`src/rtl/branch_predictor.sv`:
```
// Bimodal branch direction predictor: PHT of 2-bit saturating counters indexed by PC.
// Optional performance counters are enabled with BRANCH_PRED_STATS_EN.
module branch_predictor #(
    parameter int unsigned IDX_W   = 4,
    parameter logic [1:0]  CNT_RST = 2'b01
) (
    input  logic        clk_in,
    input  logic        rst_n_in,
    input  logic        fetch_valid_in,
    input  logic [31:0] fetch_pc_in,
    output logic        pred_valid_out,
    output logic        pred_taken_out,
    input  logic        resolve_valid_in,
    input  logic        resolve_cond_in,
    input  logic [31:0] resolve_pc_in,
    input  logic        resolve_taken_in,
    input  logic        resolve_pred_in,
`ifdef BRANCH_PRED_STATS_EN
    input  logic        stat_clr_in,
    output logic [31:0] stat_branches_out,
    output logic [31:0] stat_mispred_out,
`endif
    output logic        mispredict_out
);

    localparam int unsigned Entries = 2 ** IDX_W;

    logic [1:0]       pht_q [Entries];
    logic [IDX_W-1:0] fetch_idx;
    logic [IDX_W-1:0] resolve_idx;
    logic             upd_en;
    logic [1:0]       cnt_cur;
    logic [1:0]       cnt_nxt;
    logic             pred_valid_d, pred_valid_q;
    logic             pred_taken_d, pred_taken_q;
    logic             mispredict_d, mispredict_q;

    assign fetch_idx   = fetch_pc_in[IDX_W+1:2];
    assign resolve_idx = resolve_pc_in[IDX_W+1:2];
    assign upd_en      = resolve_valid_in & resolve_cond_in;
    assign cnt_cur     = pht_q[resolve_idx];

    always_comb begin
        cnt_nxt = cnt_cur;
        if (resolve_taken_in) begin
            if (cnt_cur != 2'b11) cnt_nxt = cnt_cur + 2'b01;
        end else begin
            if (cnt_cur != 2'b00) cnt_nxt = cnt_cur - 2'b01;
        end
    end

    // Read uses the registered table, so a same-cycle update is not bypassed.
    always_comb begin
        pred_valid_d = fetch_valid_in;
        pred_taken_d = fetch_valid_in ? pht_q[fetch_idx][1] : pred_taken_q;
        mispredict_d = resolve_valid_in & (resolve_taken_in != resolve_pred_in);
    end

    always_ff @(posedge clk_in or negedge rst_n_in) begin
        if (!rst_n_in) begin
            for (int i = 0; i < Entries; i++) begin
                pht_q[i] <= CNT_RST;
            end
        end else if (upd_en) begin
            pht_q[resolve_idx] <= cnt_nxt;
        end
    end

    always_ff @(posedge clk_in or negedge rst_n_in) begin
        if (!rst_n_in) begin
            pred_valid_q <= 1'b0;
            pred_taken_q <= 1'b0;
            mispredict_q <= 1'b0;
        end else begin
            pred_valid_q <= pred_valid_d;
            pred_taken_q <= pred_taken_d;
            mispredict_q <= mispredict_d;
        end
    end

    assign pred_valid_out = pred_valid_q;
    assign pred_taken_out = pred_taken_q;
    assign mispredict_out = mispredict_q;

`ifdef BRANCH_PRED_STATS_EN
    logic [31:0] branches_d, branches_q;
    logic [31:0] mispred_d, mispred_q;

    always_comb begin
        branches_d = branches_q;
        mispred_d  = mispred_q;
        if (stat_clr_in) begin
            branches_d = '0;
            mispred_d  = '0;
        end else begin
            if (upd_en) branches_d = branches_q + 32'd1;
            if (upd_en && mispredict_d) mispred_d = mispred_q + 32'd1;
        end
    end

    always_ff @(posedge clk_in or negedge rst_n_in) begin
        if (!rst_n_in) begin
            branches_q <= '0;
            mispred_q  <= '0;
        end else begin
            branches_q <= branches_d;
            mispred_q  <= mispred_d;
        end
    end

    assign stat_branches_out = branches_q;
    assign stat_mispred_out  = mispred_q;
`endif

    // PC bits outside the index field do not participate.
    logic unused_pc;
    assign unused_pc = ^{fetch_pc_in[31:IDX_W+2], fetch_pc_in[1:0],
                         resolve_pc_in[31:IDX_W+2], resolve_pc_in[1:0]};

endmodule

```
`config.mk`:
```
export PLATFORM = sky130hd
export DESIGN_NAME = branch_predictor
export DESIGN_NICKNAME = d
export VERILOG_FILES = /design/src/rtl/branch_predictor.sv
export SDC_FILE = /design/constraint.sdc
export NUM_CORES = 1
export LEC_CHECK = 0
export BUFFER_PORTS_ARGS = -buffer_cell sky130_fd_sc_hd__buf_2
export CAP_MARGIN = 40
export CORE_MARGIN = 4
export CORE_UTILIZATION = 52
export CTS_BUF_LIST = sky130_fd_sc_hd__clkbuf_8 sky130_fd_sc_hd__clkbuf_16
export DETAILED_ROUTE_END_ITERATION = 16
export PLACE_DENSITY = 0.95
export SLEW_MARGIN = 15
export SYNTH_ARGS = -nofsm -noshare
export SYNTH_HDL_FRONTEND = slang
export SYNTH_SLANG_ARGS = --single-unit
export TNS_END_PERCENT = 50
```
`constraint.sdc`:
```
create_clock -name clk_in -period 4.2 [get_ports clk_in]
set_clock_uncertainty 0.1 [all_clocks]
set_input_delay 0.63 -clock clk_in [delete_from_list [all_inputs] [get_ports clk_in]]
set_output_delay 0.63 -clock clk_in [all_outputs]
set_load 0.03 [all_outputs]
```
==> reports/qor.csv, run 1 <==
stage,metric,value,unit
synthesis,Most used DFF post-synth,dfrtp_1,
setup_path,crit path launch type,input port,
power,"IR drop worst, VDD",196,uV
route,Avg WL per Cell,18.2,um
power,Reg power frac,0.458,
placement,area post-placement,2010,um2
setup_path,worst-path maximum fanout,12,
die,starting density of the core,0.551,
grt,GRT Total Usage,0.206,
synthesis,Synth Cell Area,1900,um2
synthesis,"FFs w/ async S/R, synth",1.00,
grt,gr ovfl total,0,
route,Post-route DRC,0,
flow_run,max_cap viols,0,
die,Rows,21,
placement,hpwl dp,2860,um
final_layout,Fill cells,256,
clocking,"Clk pin slew, worst setup/hold paths",0.07,ns
timing,Final period util,0.581,
grt,vias in the first global route,1392,
route,First-pass DRT Iterations,4,
power,Sw Pwr,0.316,mW
setup_path,r2r setup slk,2.07,ns
synthesis,register area share after synthesis,0.472,
synthesis,Syn Inst Count,154,
run_status,status,"finished, final reports clean",
synthesis,"top cells by area, synth","dfrtp_1 25%, dfstp_2 22%, mux4_1 11%",
timing,worst slew pin tran,0.761,ns
power,Gate power share,0.253,
clocking,CTS tree,done,
timing,min Tclk post-route,2.44,ns
timing,Max Clk Rate,410,MHz
setup_path,Crit. End Element,flop,
route,vias,1383,
synthesis,Ys Warns,0,
synthesis,most frequent cell after synthesis,nor2_1,
final_layout,n_diodes,0,
synthesis,post-synthesis register bit count,35,
synthesis,Synth cell types,34,
power,switching share of power,0.288,
synthesis,Yosys top cell by area,dfrtp_1,
clocking,cts hold-fix bufs,0,
grt,initial antenna violation count,0,
clocking,number of setup buffers added after CTS,0,
clocking,root buf cell,clkbuf_8,
power,Tot Pwr,1.10,mW
timing,Slew Limit Fails,0,
die,core region area,3440,um2
synthesis,Synth top cells by count,"28 x nor2_1, 19 x dfrtp_1, 16 x dfstp_2",
setup_path,R2R Path End,pht_q[6]$_DFFE_PN1P_,
setup_path,worst path required time,4.28,ns
synthesis,syn_nets,225,
die,die area,4680,um2
die,Ports,74,
power,internal power,0.781,mW
setup_path,critical path data arrival time,2.52,ns
power,Clock Power Share,0.289,
placement,global placer's final weighted congestion,0.769,
timing,Slew HR,0.493,
timing,Fin Setup TNS,0,ns
hold_path,min-delay worst type,input port to async pin,
synthesis,number of synthesized flops with an enable pin,0,
synthesis,Syn Area/Cell,12.3,um2
final_layout,layout cells sized above 1,0.351,
clocking,total CTS buffers,5,
route,initial DRC count,194,
clocking,CTS H-tree depth,2,
route,vias per std cell,6.29,
setup_path,worst reg-to-reg path cell count,4,
clocking,Post-CTS Resized,0,
final_layout,post-route cell area,2130,um2
synthesis,Synth top area share,0.250,
timing,Final Hold Fails,0,
final_layout,Final nets,244,
clocking,Worst-Skew Late Latency,0.29,ns
power,P_leak,0.876,nW
placement,port bufs,17,
final_layout,area delta synth->final,12.3,%
grt,largest net degree at the start of global routing,36,
clocking,CTS Sinks,35,
timing,unrepaired setup endpoints after global routing,false,
die,die width,68.4,um
die,Die Y,68.4,um
route,residual antenna-violating net count after detailed routing,0,
setup_path,Crit Reg-Reg Startpoint,pht_q[17]$_DFFE_PN0P_,
timing,Finish-stage setup viols,0,
grt,first-pass GRT wire length,7020,um
route,Post-Route WL,4010,um
clocking,Clock Path Buffers,2,
power,Power Density,515,nW/um2
setup_path,critical path type,input port to flop,
## routing by layer
| metal | wire (um) | track usage |
|---|---|---|
| met5 | 0 | 0 |
| met4 | 69 | 0.0893 |
| met3 | 271 | 0.0476 |
| met2 | 2100 | 0.331 |
| met1 | 1570 | 0.265 |
## state kept, by name (all words and copies together), names as in the netlist
register and count:
pred_valid_out 1, pht_q 32, pred_taken_out 1, mispredict_out 1
## power groups by stage
| stage | clock (mW) | combinational, mW | sequential, mW |
|---|---|---|---|
| final | 0.317 | 0.277 | 0.502 |
| after global routing | 0.336 | 0.311 | 0.513 |
| after CTS | 0.321 | 0.280 | 0.502 |
| after detailed placement | 0 | 0.278 | 0.508 |
| after global placement | 0 | 0.263 | 0.501 |
| after floorplan | 0 | 0.205 | 0.497 |
## layout by cell type, fill, tap and decap left out, types with 5 or more instances in the layout
cell,instances
mux4_2,5
o21ai_0,6
a21oi_1,8
nor2_1,28
dfstp_2,16
buf_2,17
dfrtp_1,19
o41ai_1,6
a31oi_1,8
mux2_2,10
mux4_1,8
clkbuf_8,6
## layout make-up
type / count / area [um2] / area share
clock buffers: 6 / 82.6 / 0.0388
clock inverters: 2 / 35.0 / 0.0164
inverters: 2 / 7.51 / 0.00352
multi-input cells: 112 / 967 / 0.454
flip-flops and latches: 35 / 896 / 0.420
well taps: 46 / 57.6 / 0.0270
repair buffers: 17 / 85.1 / 0.0399
## worst max-delay path, cell delays in order
cell and delay, ns:
buf_2 0.26, mux4_1 0.70, nor2b_1 0.19, o211ai_1 0.55, a31oi_1 0.18
## stage by stage
step | hold slack, ns | util | setup WS [ns] | std cells
2_1_floorplan | 0.234 | - | 1.85 | 154
3_3_place_gp | 0.377 | 0.585 | 1.55 | 212
3_5_place_dp | 0.389 | 0.585 | 1.51 | 212
4_1_cts | 0.335 | 0.619 | 1.81 | 220
5_1_grt | 0.360 | 0.619 | 1.67 | 220
6_report | 0.310 | 0.619 | 1.76 | 220
## kinds of logic (layout without fill, tap and decap cells)
group           Yosys count  count (layout)  share of synthesized area
mux                      25              25                      0.240
simple gates             50              50                      0.127
flops                    35              35                      0.472
compound gates           34              34                      0.127
buf+inv                   7              27                     0.0185
fa+ha+maj                 2               2                     0.0112
xor+xnor                  1               1                    0.00462
## how the worst max path moves through the flow
stage | from | endpoint | slack, ns | depth (start not counted)
finish | resolve_pc_in[2] | pht_q[6]$_DFFE_PN1P_ | 1.76 | 5
global route | resolve_pc_in[2] | pht_q[6]$_DFFE_PN1P_ | 1.67 | 5
CTS | resolve_pc_in[2] | pht_q[6]$_DFFE_PN1P_ | 1.81 | 5
detailed placement | resolve_pc_in[2] | pht_q[6]$_DFFE_PN1P_ | 1.51 | 5
global placement | resolve_pc_in[2] | pht_q[16]$_DFFE_PN1P_ | 1.55 | 5
floorplan | resolve_pc_in[2] | pht_q[10]$_DFFE_PN1P_ | 1.85 | 5
(Power assumes the default switching activity.)
==> run 2, diff against run 1 <==
Settings changed: CORE_UTILIZATION 52 to 44, PLACE_DENSITY 0.95 to 0.87.
Clock period 4.2 ns to 2.2 ns, I/O delays scaled along.
==> reports/qor.csv, run 2 (same netlist as run 1, synthesis figures left out) <==
stage,metric,value,unit
clocking,cts hold-fix bufs,0,
timing,Slew HR,0.488,
die,Die Y,73.7,um
die,die area,5430,um2
clocking,root buf cell,clkbuf_8,
setup_path,critical path type,flop to flop,
power,"IR drop worst, VDD",329,uV
route,wire length on met1,1860,um
hold_path,min-delay worst type,input port to async pin,
setup_path,Slowest cell on crit path,mux4_1,
clocking,total CTS buffers,5,
route,Avg WL per Cell,17.7,um
final_layout,Largest Register,pht_q,
final_layout,Final nets,260,
grt,largest net degree at the start of global routing,36,
clocking,CTS Sinks,35,
route,vias,1431,
grt,vias in the first global route,1444,
timing,Finish-stage setup viols,0,
timing,unrepaired setup endpoints after global routing,false,
die,Ports,74,
setup_path,r2r setup slk,0.13,ns
clocking,Clock Path Buffers,2,
setup_path,critical path data arrival time,2.20,ns
setup_path,Max stage delay on crit path,0.55,ns
power,Power Density,956,nW/um2
die,die width,73.7,um
flow_run,max_cap viols,0,
final_layout,n_diodes,0,
final_layout,area delta synth->final,18.6,%
grt,gr ovfl total,0,
final_layout,max reg flops,32,
clocking,number of setup buffers added after CTS,0,
run_status,status,"finished, final reports clean",
die,starting density of the core,0.464,
clocking,CTS H-tree depth,2,
setup_path,Crit Reg-Reg Startpoint,pht_q[25]$_DFFE_PN0P_,
setup_path,CP dominant cell by count,mux2_2,
route,vias per std cell,5.96,
clocking,"Clk pin slew, worst setup/hold paths",0.08,ns
placement,port bufs,17,
route,DR WL met3,236,um
placement,global placer's final weighted congestion,0.887,
timing,min Tclk post-route,2.07,ns
grt,GRT Total Usage,0.178,
route,First-pass DRT Iterations,4,
grt,initial antenna violation count,0,
placement,dpl cells,231,
route,Post-route DRC,0,
final_layout,"commonest non-fill, non-tap cell in the layout",nor2_1,
die,core region area,4090,um2
setup_path,worst reg-to-reg path cell count,4,
setup_path,worst path required time,2.32,ns
setup_path,critical path's top delay family,multiplexers,
route,DR WL met2,2060,um
placement,hpwl dp,3130,um
die,Rows,23,
clocking,Post-CTS Resized,0,
setup_path,worst-path maximum fanout,8,
final_layout,layout cells sized above 1,0.405,
route,Post-Route WL,4260,um
setup_path,cells along the critical path,"mux4_1, mux2_2, maj3_2, mux2_2",
timing,Slew Limit Fails,0,
clocking,CTS tree,done,
final_layout,Non-Filler Instances,240,
timing,Hold WS,0.00269,ns
route,residual antenna-violating net count after detailed routing,0,
clocking,Worst-Skew Late Latency,0.29,ns
timing,Final period util,0.943,
timing,Fin Setup TNS,0,ns
setup_path,R2R Path End,pht_q[30]$_DFFE_PN1P_,
route,max layer used,met4,
timing,Final Hold Fails,0,
setup_path,crit path launch type,flop,
power,Tot Pwr,2.15,mW
timing,Max Clk Rate,482,MHz
grt,first-pass GRT wire length,7200,um
power,P_leak,0.947,nW
placement,area post-placement,2130,um2
final_layout,post-route cell area,2250,um2
setup_path,Crit. End Element,flop,
setup_path,CP bufs+invs,0,
final_layout,most frequent cells in the layout,"28 x nor2_1, 19 x dfrtp_1, 17 x buf_2",
route,initial DRC count,144,
timing,worst slew pin tran,0.768,ns
run 2: area by class of cell:
| cell class | count | area, um2 |
|---|---|---|
| clock buffers | 5 | 68.8 |
| multi-input cells | 112 | 967 |
| fillers | 343 | 1840 |
| clock inverters | 3 | 43.8 |
| flip-flops and latches | 35 | 896 |
| repair buffers | 33 | 205 |
| well taps | 50 | 62.6 |
| inverters | 2 | 7.51 |
run 2: routing by layer:
| metal | global-route usage | up-vias |
|---|---|---|
| li1 | - | 669 |
| met1 | 0.226 | 709 |
| met2 | 0.281 | 45 |
| met3 | 0.0356 | 8 |
| met4 | 0.105 | 0 |
| met5 | 0 | - |
run 2: stage by stage:
step                setup WS, ns   util
CTS                       0.0655  0.549
global route              0.0637  0.551
finish                     0.126  0.551
floorplan                  0.147      -
detailed placement        -0.243  0.521
global placement          -0.182  0.521
run 2: worst register-to-register path: stages (launching register included):
cell and delay, ns:
dfrtp_1 0.40, mux4_1 0.55, mux2_2 0.29, maj3_2 0.37, mux2_2 0.29
run 2: power breakdown:
group          internal, mW  total, mW  leakage (nW)  switching [mW]
Clock                 0.337      0.589        0.0581           0.251
Sequential            0.865      0.964         0.409          0.0986
Combinational         0.314      0.598         0.480           0.285
run 2: worst max path at each step:
stage / endpoint / from / cells after the start / slack, ns
floorplan: pht_q[10]$_DFFE_PN1P_ / resolve_pc_in[2] / 5 / 0.15
global route: pht_q[14]$_DFFE_PN1P_ / pht_q[25]$_DFFE_PN0P_ / 4 / 0.06
finish: pht_q[30]$_DFFE_PN1P_ / pht_q[25]$_DFFE_PN0P_ / 4 / 0.13
global placement: pht_q[16]$_DFFE_PN1P_ / resolve_pc_in[2] / 6 / -0.18
CTS: pht_q[4]$_DFFE_PN1P_ / pht_q[21]$_DFFE_PN0P_ / 5 / 0.07
detailed placement: pht_q[2]$_DFFE_PN1P_ / resolve_pc_in[2] / 6 / -0.24
==> run 3, diff against run 2 <==
Settings changed: CAP_MARGIN 40 to 0, REMOVE_ABC_BUFFERS set to 1.
==> reports/qor.csv, run 3 (same netlist as run 1, synthesis figures left out) <==
stage,metric,value,unit
final_layout,Final nets,256,
final_layout,"commonest non-fill, non-tap cell in the layout",nor2_1,
die,die area,5430,um2
timing,min Tclk post-route,2.08,ns
timing,Slew Limit Fails,0,
placement,hpwl dp,3020,um
final_layout,storage element area,896,um2
power,Gate power share,0.258,
clocking,Clock Path Buffers,2,
setup_path,worst path required time,2.32,ns
grt,largest net degree at the start of global routing,36,
route,vias per std cell,6.09,
final_layout,"Core Util, Final",0.549,
timing,setup ws final,0.121,ns
die,die width,73.7,um
final_layout,max reg flops,32,
clocking,Worst-Skew Late Latency,0.29,ns
grt,GRT Total Usage,0.177,
clocking,CTS Sinks,35,
setup_path,Crit Reg-Reg Startpoint,pht_q[25]$_DFFE_PN0P_,
clocking,number of setup buffers added after CTS,0,
clocking,cts hold-fix bufs,0,
clocking,CTS tree,done,
placement,port bufs,17,
route,Post-route DRC,0,
setup_path,critical path type,flop to flop,
power,P_leak,0.936,nW
die,core region area,4090,um2
die,starting density of the core,0.464,
flow_run,max_cap viols,0,
timing,worst slew pin tran,0.764,ns
setup_path,worst-path maximum fanout,8,
setup_path,Crit. End Element,flop,
clocking,"Clk pin slew, worst setup/hold paths",0.08,ns
final_layout,area of the multi-input gates,967,um2
setup_path,crit path launch type,flop,
route,residual antenna-violating net count after detailed routing,0,
power,"IR drop worst, VDD",344,uV
timing,Final Hold Fails,0,
power,internal power,1.62,mW
final_layout,area delta synth->final,18.3,%
setup_path,Setup crit end,pht_q[10]$_DFFE_PN1P_,
power,Sw Pwr,0.632,mW
final_layout,layout cells sized above 1,0.392,
grt,vias in the first global route,1523,
final_layout,most frequent cells in the layout,"28 x nor2_1, 19 x dfrtp_1, 17 x buf_2",
setup_path,CP startpoint,pht_q[25]$_DFFE_PN0P_,
route,initial DRC count,129,
placement,global placer's final weighted congestion,0.781,
grt,gr ovfl total,0,
power,Reg power frac,0.431,
setup_path,critical path data arrival time,2.20,ns
final_layout,Fill cells,349,
final_layout,Largest Register,pht_q,
setup_path,R2R Path End,pht_q[10]$_DFFE_PN1P_,
timing,Fin Setup TNS,0,ns
power,Tot Pwr,2.25,mW
clocking,CTS H-tree depth,2,
route,Avg WL per Cell,18.3,um
timing,Finish-stage setup viols,0,
grt,initial antenna violation count,0,
clocking,root buf cell,clkbuf_8,
setup_path,r2r setup slk,0.12,ns
die,Rows,23,
placement,post-place setup slack,-0.131,ns
clocking,Post-CTS Resized,0,
timing,Final period util,0.945,
grt,first-pass GRT wire length,7190,um
power,switching share of power,0.281,
route,vias,1437,
hold_path,min-delay worst type,input port to async pin,
run_status,status,"finished, final reports clean",
power,Clock Power Share,0.311,
die,Die Y,73.7,um
die,Ports,74,
power,Power Density,1000,nW/um2
setup_path,worst reg-to-reg path cell count,4,
final_layout,n_diodes,0,
route,First-pass DRT Iterations,4,
timing,Max Clk Rate,481,MHz
timing,unrepaired setup endpoints after global routing,false,
placement,area post-placement,2100,um2
route,Post-Route WL,4310,um
clocking,total CTS buffers,5,
timing,Slew HR,0.491,
final_layout,post-route cell area,2240,um2
## run 3: worst min path at each step
| stage | endpoint | slack [ns] | cells past startpoint |
|---|---|---|---|
| floorplan | mispredict_out$_DFF_PN0_ | -0.07 | 0 |
| global placement | pht_q[15]$_DFFE_PN0P_ | 0.34 | 1 |
| detailed placement | pred_taken_out$_DFFE_PN0P_ | 0.35 | 1 |
| CTS | pht_q[29]$_DFFE_PN0P_ | 0.03 | 1 |
| global route | pht_q[29]$_DFFE_PN0P_ | 0.06 | 1 |
| finish | pht_q[31]$_DFFE_PN0P_ | 0.008 | 1 |
## run 3: worst max-delay path, stage by stage, from the launching register on
cell and delay, ns:
dfrtp_1 0.41, mux4_1 0.55, mux2_2 0.29, maj3_2 0.37, mux2_2 0.30
## run 3: area by class of cell
cell class / instances / area share
flip-flops and latches: 35 / 0.399
clock inverters: 3 / 0.0301
inverters: 2 / 0.00334
well taps: 50 / 0.0279
clock buffers: 5 / 0.0307
multi-input cells: 112 / 0.431
repair buffers: 29 / 0.0780
## run 3: metrics by stage
step,hold WS [ns],std cells
2_1_floorplan,-0.0656,149
6_report,0.00790,236
3_3_place_gp,0.343,227
4_1_cts,0.0320,235
3_5_place_dp,0.353,227
5_1_grt,0.0553,236
## run 3: power groups by stage
stage               Sequential, mW  Combinational, mW  Clock (mW)
CTS                          0.966              0.579       0.707
global route                 0.984              0.643       0.733
global placement             0.957              0.544           0
floorplan                    0.949              0.383           0
finish                       0.969              0.581       0.699
detailed placement           0.975              0.569           0
## run 3: metal layers
| layer | vias up | track usage | part of all wire |
|---|---|---|---|
| met4 | 0 | 0.0563 | 0.014 |
| met2 | 41 | 0.301 | 0.51 |
| met3 | 7 | 0.0561 | 0.064 |
| li1 | 659 | - | - |
| met5 | - | 0 | 0 |
| met1 | 730 | 0.211 | 0.41 |
